### config.mk
export PLATFORM = sky130hd
export DESIGN_NAME = handshake_sink
export DESIGN_NICKNAME = d
export VERILOG_FILES = /design/src/rtl/handshake_sink.sv
export SDC_FILE = /design/constraint.sdc
export NUM_CORES = 1
export LEC_CHECK = 0
export CORE_ASPECT_RATIO = 1.5
export CORE_MARGIN = 1
export CORE_UTILIZATION = 51
export DETAILED_ROUTE_END_ITERATION = 10
export PLACE_DENSITY = 0.78
export SLEW_MARGIN = 20
export SYNTH_ARGS = -nofsm -noshare
export SYNTH_HDL_FRONTEND = slang
export SYNTH_SLANG_ARGS = --single-unit
### constraint.sdc
create_clock -name clk -period 6.32 [get_ports clk]
set_input_delay 0.948 -clock clk [delete_from_list [all_inputs] [get_ports clk]]
set_output_delay 0.948 -clock clk [all_outputs]
set_load 0.05 [all_outputs]
### src/rtl/handshake_sink.sv
`default_nettype none
// ============================================================================
// Module      : handshake_sink
// Description : dclk-side consumer of a req/ack handshake synchronizer.
//               Buffers words and streams them out as OUT_W-bit beats.
// Revision    : 1.0 - initial release
// ============================================================================
module handshake_sink #(
    parameter int WIDTH = 32,
    parameter int OUT_W = 8,
    parameter int DEPTH = 2
) (
    input  logic             clk,
    input  logic             rst_n,
    input  logic             in_valid,
    input  logic [WIDTH-1:0] in_data,
    output logic             in_busy,
    output logic             out_valid,
    input  logic             out_ready,
    output logic [OUT_W-1:0] out_data,
    output logic             out_last,
    output logic [15:0]      word_cnt,
    output logic             err_ovf
);

    localparam int c_lanes = WIDTH / OUT_W;
    localparam int c_aw    = $clog2(DEPTH);
    localparam int c_cw    = c_aw + 1;
    localparam int c_lw    = (c_lanes > 1) ? $clog2(c_lanes) : 1;
    localparam logic [c_aw:0]   c_depth     = c_cw'(DEPTH);
    localparam logic [c_lw-1:0] c_last_lane = c_lw'(c_lanes - 1);

    typedef enum logic [0:0] {
        S_IDLE = 1'b0,
        S_SEND = 1'b1
    } state_t;

    state_t              r_state;
    state_t              w_state_next;
    logic [WIDTH-1:0]    r_buf [DEPTH];
    logic [c_aw-1:0]     r_wr_ptr;
    logic [c_aw-1:0]     r_rd_ptr;
    logic [c_aw:0]       r_count;
    logic [c_aw:0]       w_count_next;
    logic [c_lw-1:0]     r_lane;
    logic                r_busy;
    logic                r_err;
    logic [15:0]         r_word_cnt;
    logic                w_push;
    logic                w_last;
    logic                w_fire;
    logic                w_pop;
    logic [WIDTH-1:0]    w_word;
    logic [OUT_W-1:0]    w_lane_data [c_lanes];

    assign w_word = r_buf[r_rd_ptr];

    for (genvar g = 0; g < c_lanes; g++) begin : g_lane
        assign w_lane_data[g] = w_word[g*OUT_W +: OUT_W];
    end

    always_comb begin
        w_push       = in_valid && !r_busy;
        w_last       = (r_state == S_SEND) && (r_lane == c_last_lane);
        w_fire       = (r_state == S_SEND) && out_ready;
        w_pop        = w_fire && w_last;
        w_count_next = r_count + c_cw'(w_push) - c_cw'(w_pop);
        w_state_next = r_state;
        case (r_state)
            S_IDLE:  if (r_count != '0) w_state_next = S_SEND;
            S_SEND:  if (w_pop && (w_count_next == '0)) w_state_next = S_IDLE;
            default: w_state_next = S_IDLE;
        endcase
    end

    always_ff @(posedge clk) begin
        if (!rst_n) begin
            r_state    <= S_IDLE;
            r_wr_ptr   <= '0;
            r_rd_ptr   <= '0;
            r_count    <= '0;
            r_lane     <= '0;
            r_busy     <= 1'b0;
            r_err      <= 1'b0;
            r_word_cnt <= '0;
        end else begin
            r_state <= w_state_next;
            r_count <= w_count_next;
            // Busy is registered from the post-edge count so it never depends on in_valid combinationally.
            r_busy  <= (w_count_next == c_depth);
            if (w_push) r_wr_ptr <= r_wr_ptr + c_aw'(1);
            if (in_valid && r_busy) r_err <= 1'b1;
            if (r_state == S_IDLE) begin
                r_lane <= '0;
            end else if (w_fire) begin
                r_lane <= w_last ? '0 : r_lane + c_lw'(1);
            end
            if (w_pop) begin
                r_rd_ptr   <= r_rd_ptr + c_aw'(1);
                r_word_cnt <= r_word_cnt + 16'd1;
            end
        end
    end

    // Storage needs no reset; entries are only read once count covers them.
    always_ff @(posedge clk) begin
        if (w_push) r_buf[r_wr_ptr] <= in_data;
    end

    assign in_busy   = r_busy;
    assign out_valid = (r_state == S_SEND);
    assign out_data  = (r_state == S_SEND) ? w_lane_data[r_lane] : '0;
    assign out_last  = w_last;
    assign word_cnt  = r_word_cnt;
    assign err_ovf   = r_err;

endmodule
`default_nettype wire

## After elaboration in Yosys (flattened, before gate mapping)

Memory sizes are Yosys's and may differ from the RTL's. A register that Yosys moved wholly into a read port is not among the register bits.
Index checks and enable logic that the tools add are counted.

- Add/subtract/negate cells: 6
- Magnitude comparators: 1
- Equal/unequal tests: 2
- Mux-type cells: 12
- Bitwise operators: 2
- Reduce and logical (&&, ||, !) cells: 10

Operator list:

| kind | count |
|---|---|
| 8-bit 2-to-1 mux | 3 |
| 16-bit by 1-bit adder with 16-bit output (second input constant) | 1 |
| 8-bit binary-select mux with 2-bit select | 1 |
| 1-bit logical AND | 6 |
| 1-bit 2-to-1 mux | 6 |
| 2-bit equality test (second input constant) | 2 |
| 3-bit greater-or-equal comparator (second input constant) | 1 |
| 2-bit inverter with 3-bit output | 1 |
| 1-bit adder (second input constant) | 2 |
| 2-bit by 1-bit adder with 2-bit output | 1 |
| 2-bit by 1-bit adder with 2-bit output (second input constant) | 1 |
| 2-bit logical NOT | 1 |
| 2-bit 2-to-1 mux | 1 |
| 1-bit case mux with 2 select lines | 1 |
| 2-bit AND reduction | 1 |
| 2-bit nonzero test | 1 |
| 2-bit by 1-bit subtractor with 2-bit output | 1 |
| 1-bit logical NOT | 1 |
| 1-bit inverter | 1 |

- Flip-flop bits (word level): 25
- Bits in writable memories: 64
- Input port bits: 36
- Output and inout bits: 28
- Word-level logic and storage cells: 42
- Memories kept: 1

Memory list:

| name | words | bits a word | rd ports | clocked after Yosys merged registers in | write ports | line | text |
|---|---|---|---|---|---|---|---|
| r_buf | 2 | 32 | 1 | 1 | 1 | 40 | `logic [WIDTH-1:0] r_buf [DEPTH];` |

## Depth between registers and ports, before layout

Gate-level depths: netlist (run 1).

- Word-level depth: 8
- Gate-level depth with buffers: 10
- Gate-level depth less buffers: 10

## Worst setup path after synthesis (run 1)

No wires, ideal clock.

- Kind: input-to-reg
- Start point: input port in_valid
- End point: memory r_buf[0][0], enable pin
- Setup time: 0.422 ns
- Arrival time: 2.432 ns
- Required time: 5.898 ns
- Slack: 3.465 ns
- Stages on the path: 2
- Path buffers: 0
- Path through: nand2b_1 nor2_1

- Word-level cells in the longest chain between the ends: 3

RTL lines:

| item | line | text |
|---|---|---|
| start, declared | 15 | `input logic in_valid,` |
| 1-bit logical AND | 63 | `w_push = in_valid && !r_busy;` |
| 1-bit 2-to-1 mux | 107 | `if (w_push) r_buf[r_wr_ptr] <= in_data;` |
| 1-bit 2-to-1 mux (implied by the code) | 107 |  |
| end, declared | 40 |  |

Every way passes these cells.

## Worst setup path after layout (run 1)

- Start point: register r_lane[0]
- End point: output port out_data[3]

- Word-level cells in the longest chain between the ends: 5

RTL lines:

| item | line | text |
|---|---|---|
| start, declared | 45 | `logic [c_lw-1:0] r_lane;` |
| start signal, assigned | 96 | `r_lane <= w_last ? '0 : r_lane + c_lw'(1);` |
| 2-bit inverter with 3-bit output (implied by the code) | 112 | `assign out_data = (r_state == S_SEND) ? w_lane_data[r_lane] : '0;` |
| 8-bit binary-select mux with 2-bit select | 112 |  |
| 8-bit 2-to-1 mux (implied by the code) (2 in a row) | 112 |  |
| 8-bit 2-to-1 mux | 112 |  |
| end, declared | 20 | `output logic [OUT_W-1:0] out_data,` |

Every way passes these cells. The select of a mux whose other input is x is not followed.

==> impl_metrics.yaml, run 1 <==
worst_hold_path:
  hold_path_class: "flip-flop to flip-flop"
  min_from: "word_cnt[15]$_SDFFE_PN0P_"
floorplan:
  start_util_pct: 53.0
  fp-row-count: 37
  dieWidth_um: 70.9
  ios: 64
  dieArea_mm2: 0.00747
  die_h_um: 105
  coreArea_mm2: 0.00685
critical_path:
  crit_family: "flip-flops"
  cp_max_fo: 19
  reg2reg_from: "r_lane[0]$_SDFFE_PN0P_"
  end_kind: "output pin"
  critPathSlowestCell: "dfxtp_1"
  cp.required_ps: 5370
  crit_chain: "mux4_2, mux2i_1, nor2b_1, clkdlybuf4s50_1"
  critical_path_class: "flip-flop to output pin"
  cp_num_buf_inv: 1
  reg2reg_slack_ps: 3490
  crit_path_max_incr_delay_ps: 870
  cp-startpoint: "r_lane[0]$_SDFFE_PN0P_"
  worstPathArrival_ps: 2650
  critPathLaunchType: "flip-flop"
timing:
  grt_setup_unrepaired: "false"
  tightestPinTransition_ps: 923
  finClkSkew_ps: 8.85
  setup-violations-final: 0
  fmax_mhz: 278
  slew_viol_final: 0
  slew_headroom_pct: 38.3
  period_needed_ps: 3600
  post-route-period-util_pct: 57.0
  hold_viol: 0
  fin_tns_setup_ps: 0
synth:
  syn-num-nets: 266
  syn_inst: 226
  synth_edf_count: 64
  async_reset_ff_share_pct: 0
  avgSynthCellArea_um2: 16.1
  synth.distinct_cells: 33
  ys_ff_latch: 90
  yosys_warnings: 0
  syn-cell-area_mm2: 0.00363
  ys_seq_area_share_pct: 67.3
  ys.flop_type: "edfxtp_1"
status:
  status: "complete, no violations"
place:
  dpl.hpwl_um: 3920
  place_congestion: 0.730
  port_buffers: 63
layout:
  drive_above_1_share_pct: 12.4
  nFillCells: 514
  antenna_cells: 0
  nets: 333
  area_growth_pct: 24.3
grt:
  grt_usage_pct: 17.3
  grt_pass1_vias: 2153
  grt_antenna_before_repair: 0
  grt_max_degree: 34
  grt_overflow: 0
  grt_pass1_wl_um: 9720
clock_tree:
  cts_buffer_depth: 2
  cts-htree-levels: 3
  cts_tree: "built"
  cts_made_buffers: 9
  numClockSinks: 90
  cts_setup_buffers: 0
  clk_pin_slew_ps: 80
  cts_root_buf: "clkbuf_8"
  cts_hold_buffers: 0
  cts-resized-gates: 0
  clkLatencyLatePin_ps: 350
detailed_routing:
  routed_via_density: 5.41
  dr.pass1.iters: 6
  vias: 2036
  routed_wl_um: 5890
  wl_per_cell_um: 15.7
  drcViolationCount: 0
  drtIter0Drc: 83
  drtAntennaViolNets: 0
power:
  switching_share_pct: 22.0
  power_frac_clock_pct: 31.0
  p_sw_uw: 255
  powerDensity_mw_per_mm2: 257
  p_int_uw: 903
  pwr-share-comb_pct: 10.2
  leakagePower_uw: 0.00158
  vdd_drop_max_mv: 0.211
  seqPwrFrac_pct: 58.8
  p_total_uw: 1160
flow_run:
  cap_violations: 0
[synth_stat cells (4+ instances only)]
cell / instances / area share (%)
nand2b_1: 6 / 1.0
mux4_2: 16 / 9.9
clkbuf_1: 5 / 0.52
nand4_1: 4 / 0.69
nor2_1: 6 / 0.62
nand2_1: 15 / 1.6
xnor2_1: 7 / 1.7
xor2_1: 4 / 0.97
nor2b_1: 10 / 1.7
inv_1: 4 / 0.41
dfxtp_1: 26 / 14
mux2i_1: 16 / 4.4
edfxtp_1: 64 / 53
and2_1: 14 / 2.4
ha_1: 4 / 1.4
[registers in the layout (all words and copies together), names as in the netlist, named ones only]
register / flops
in_busy: 1
r_lane: 2
r_rd_ptr: 1
err_ovf: 1
word_cnt: 16
out_valid: 1
r_count: 2
r_buf: 64
r_wr_ptr: 1
[cell type report]
class | instances | area [um2] | area share [%]
Inverter | 4 | 15.0 | 0.333
Sequential cell | 90 | 2440 | 54.1
Tap cell | 78 | 97.6 | 2.16
Clock buffer | 12 | 135 | 2.99
Clock inverter | 4 | 42.5 | 0.943
Timing Repair Buffer | 65 | 646 | 14.3
Multi-Input combinational cell | 123 | 1130 | 25.1
[layer usage]
metal | wire length, um | GRT usage [%]
met1 | 2330 | 19.2
met4 | 93 | 7.71
met5 | 0 | 0
met2 | 3200 | 30.6
met3 | 263 | 4.78
[cells in the final DEF (no fill, tap or decap), drive strengths merged, types with 5 or more instances in the layout]
master          n
and2           14
clkbuf         12
clkdlybuf4s50  63
dfxtp          26
edfxtp         64
mux2i          16
mux4           16
nand2          15
nand2b          6
nand4           5
nor2            6
nor2b          10
xnor2           7
[per-stage QoR]
| step | cell area, um2 | setup WS, ps | cells | hold WS, ps | util [%] |
|---|---|---|---|---|---|
| after floorplan | 3630 | 3470 | 226 | 481 | - |
| after global placement | 4330 | 2770 | 360 | 463 | 63.3 |
| after detailed placement | 4330 | 2750 | 360 | 477 | 63.3 |
| after CTS | 4510 | 2360 | 376 | 487 | 65.9 |
| after global routing | 4510 | 2580 | 376 | 520 | 65.9 |
| final | 4510 | 2720 | 376 | 481 | 65.9 |
[worst min-delay path, cell delays in order, from the launching register on]
cell and delay (ps):
dfxtp_1 330, nand2_1 60, mux2i_1 50
[power by group through the flow]
stage | Sequential (uW) | Clock (uW) | Combinational [uW]
floorplan | 693 | 0 | 66.9
global placement | 693 | 0 | 117
detailed placement | 695 | 0 | 119
CTS | 681 | 368 | 119
global route | 684 | 392 | 126
finish | 681 | 359 | 118
[kinds of logic after synthesis]
family          count (synthesis)  synth area share (%)
flops                          90                  67.3
mux                            32                  14.3
fa+ha+maj                       4                  1.38
xor+xnor                       11                  2.65
simple gates                   70                  11.6
compound gates                  6                  1.10
buf+inv                        13                  1.62
[final timing paths]
kind,end,depth (start not counted)
worst max-delay path,out_data[3],4
worst min-delay path,word_cnt[15]$_SDFFE_PN0P_,2
worst min register to register,word_cnt[15]$_SDFFE_PN0P_,2
worst max register to register,in_busy$_SDFF_PN0_,10
Power figures use the tool's default switching activity.
==> run 2: changes to the inputs <==
Clock period 6.32 ns to 3.7 ns, I/O delays scaled along.
==> run 2 against run 1 <==
Total power rose by 68%; die area did not move; sequential share of layout area fell by 0.088 points; non-clock buffer count rose by 2; count of clock-buffer cells in the layout fell by 3; sequential cell count did not move; worst hold slack improved by 4.7 ps; worst setup slack got worse by 2100 ps; register-to-register slack got worse by 2400 ps; clock skew rose by 1.6 ps; routed wire length rose by 2.8%; critical path type unchanged; critical endpoint is now out_data[1].
==> impl_metrics.yaml, run 2 (same netlist as run 1, synthesis figures left out) <==
timing:
  slew_viol_final: 0
  whs_ps: 486
  fin_tns_setup_ps: 0
  period_needed_ps: 3070
  hold_viol: 0
  grt_setup_unrepaired: "false"
  post-route-period-util_pct: 83.0
  tightestPinTransition_ps: 905
  fmax_mhz: 326
  setup-violations-final: 0
  slew_headroom_pct: 39.5
  finClkSkew_ps: 10.4
layout:
  nFillCells: 505
  multi_input_area_mm2: 0.00113
  regMostFlops: "r_buf"
  layout_common_cells: "64 x edfxtp_1, 63 x clkdlybuf4s50_1, 26 x dfxtp_1"
  area_growth_pct: 24.5
  nets: 335
  antenna_cells: 0
  layout.cells.non_filler: 378
  layout_commonest_cell: "edfxtp_1"
  largest_reg_flops: 64
  drive_above_1_share_pct: 13.7
  fin_util_pct: 65.9
  seq_area_mm2: 0.00244
grt:
  grt_pass1_wl_um: 10000
  grt_pass1_vias: 2128
  grt_overflow: 0
  grt_max_degree: 34
  grt_antenna_before_repair: 0
  grt_usage_pct: 17.9
floorplan:
  die_h_um: 105
  ios: 64
  coreArea_mm2: 0.00685
  start_util_pct: 53.0
  dieArea_mm2: 0.00747
  dieWidth_um: 70.9
  fp-row-count: 37
place:
  dpl.cell_count: 362
  port_buffers: 63
  place_congestion: 0.795
  dpl.hpwl_um: 4150
clock_tree:
  cts_hold_buffers: 0
  cts-resized-gates: 0
  cts_made_buffers: 9
  cts_tree: "built"
  cts-htree-levels: 3
  cts_buffer_depth: 2
  clk_pin_slew_ps: 80
  cts_setup_buffers: 0
  cts_root_buf: "clkbuf_8"
  clkLatencyLatePin_ps: 360
  numClockSinks: 90
power:
  switching_share_pct: 24.1
  seqPwrFrac_pct: 59.8
  pwr-share-comb_pct: 10.5
  vdd_drop_max_mv: 0.434
  power_frac_clock_pct: 29.7
  leakagePower_uw: 0.00158
  p_int_uw: 1480
  powerDensity_mw_per_mm2: 430
  p_sw_uw: 468
  p_total_uw: 1940
detailed_routing:
  drtIter0Drc: 75
  dr.pass1.iters: 6
  routed_via_density: 5.42
  wl_per_cell_um: 16.0
  routed_wl_um: 6050
  drcViolationCount: 0
  vias: 2050
  drtAntennaViolNets: 0
status:
  status: "complete, no violations"
worst_hold_path:
  min_from: "word_cnt[11]$_SDFFE_PN0P_"
  whs_path_depth: 2
  whs_endpoint: "word_cnt[11]$_SDFFE_PN0P_"
  hold_path_class: "flip-flop to flip-flop"
critical_path:
  reg2reg_slack_ps: 1140
  reg2reg_from: "r_lane[1]$_SDFFE_PN0P_"
  cp.required_ps: 3140
  cp_max_fo: 10
  reg2reg_depth: 10
  critPathLaunchType: "flip-flop"
  r2r_end: "in_busy$_SDFF_PN0_"
  critical_path_class: "flip-flop to output pin"
  end_kind: "output pin"
  worstPathArrival_ps: 2510
flow_run:
  cap_violations: 0
run 2: worst max-delay path by stage:
stage | end | from | slack, ps | depth (start not counted)
after floorplan | r_buf[0][0]$_DFFE_PP_ | in_busy$_SDFF_PN0_ | 1150 | 2
final | out_data[1] | r_lane[0]$_SDFFE_PN0P_ | 630 | 5
after detailed placement | in_busy$_SDFF_PN0_ | out_ready | 990 | 10
after CTS | out_data[3] | r_lane[0]$_SDFFE_PN0P_ | 610 | 5
after global routing | out_data[7] | r_lane[0]$_SDFFE_PN0P_ | 530 | 5
after global placement | out_data[1] | r_lane[0]$_SDFFE_PN0P_ | 1020 | 5
run 2: stage by stage:
step,setup WS [ps],cell area [um2]
2_1_floorplan,1150,3630
3_3_place_gp,1020,4350
3_5_place_dp,986,4350
4_1_cts,610,4520
5_1_grt,529,4520
6_report,630,4520
run 2: power groups by stage:
stage / combinational (uW) / sequential, uW / clock (uW)
floorplan: 114 / 1180 / 0
global placement: 203 / 1180 / 0
detailed placement: 206 / 1190 / 0
CTS: 207 / 1160 / 588
global route: 218 / 1170 / 626
finish: 205 / 1160 / 577
run 2: cell type report:
cell class / instances / share of cell area [%]
flip-flops and latches: 90 / 54.1
multi-input cells: 123 / 25.1
repair buffers: 67 / 14.6
clock buffers: 9 / 2.74
well taps: 78 / 2.16
clock inverters: 7 / 0.997
inverters: 4 / 0.332
run 2: metal layers:
metal	GRT usage, %	wire length (um)
met5	0	0
met4	7.71	89
met3	4.78	233
met2	31.0	3300
met1	20.9	2430
run 2: worst max-delay path: stages (launching register included):
cell	delay (ps)
dfxtp_1	600
buf_4	280
mux4_2	210
mux2i_1	70
nor2b_1	170
clkdlybuf4s50_1	830
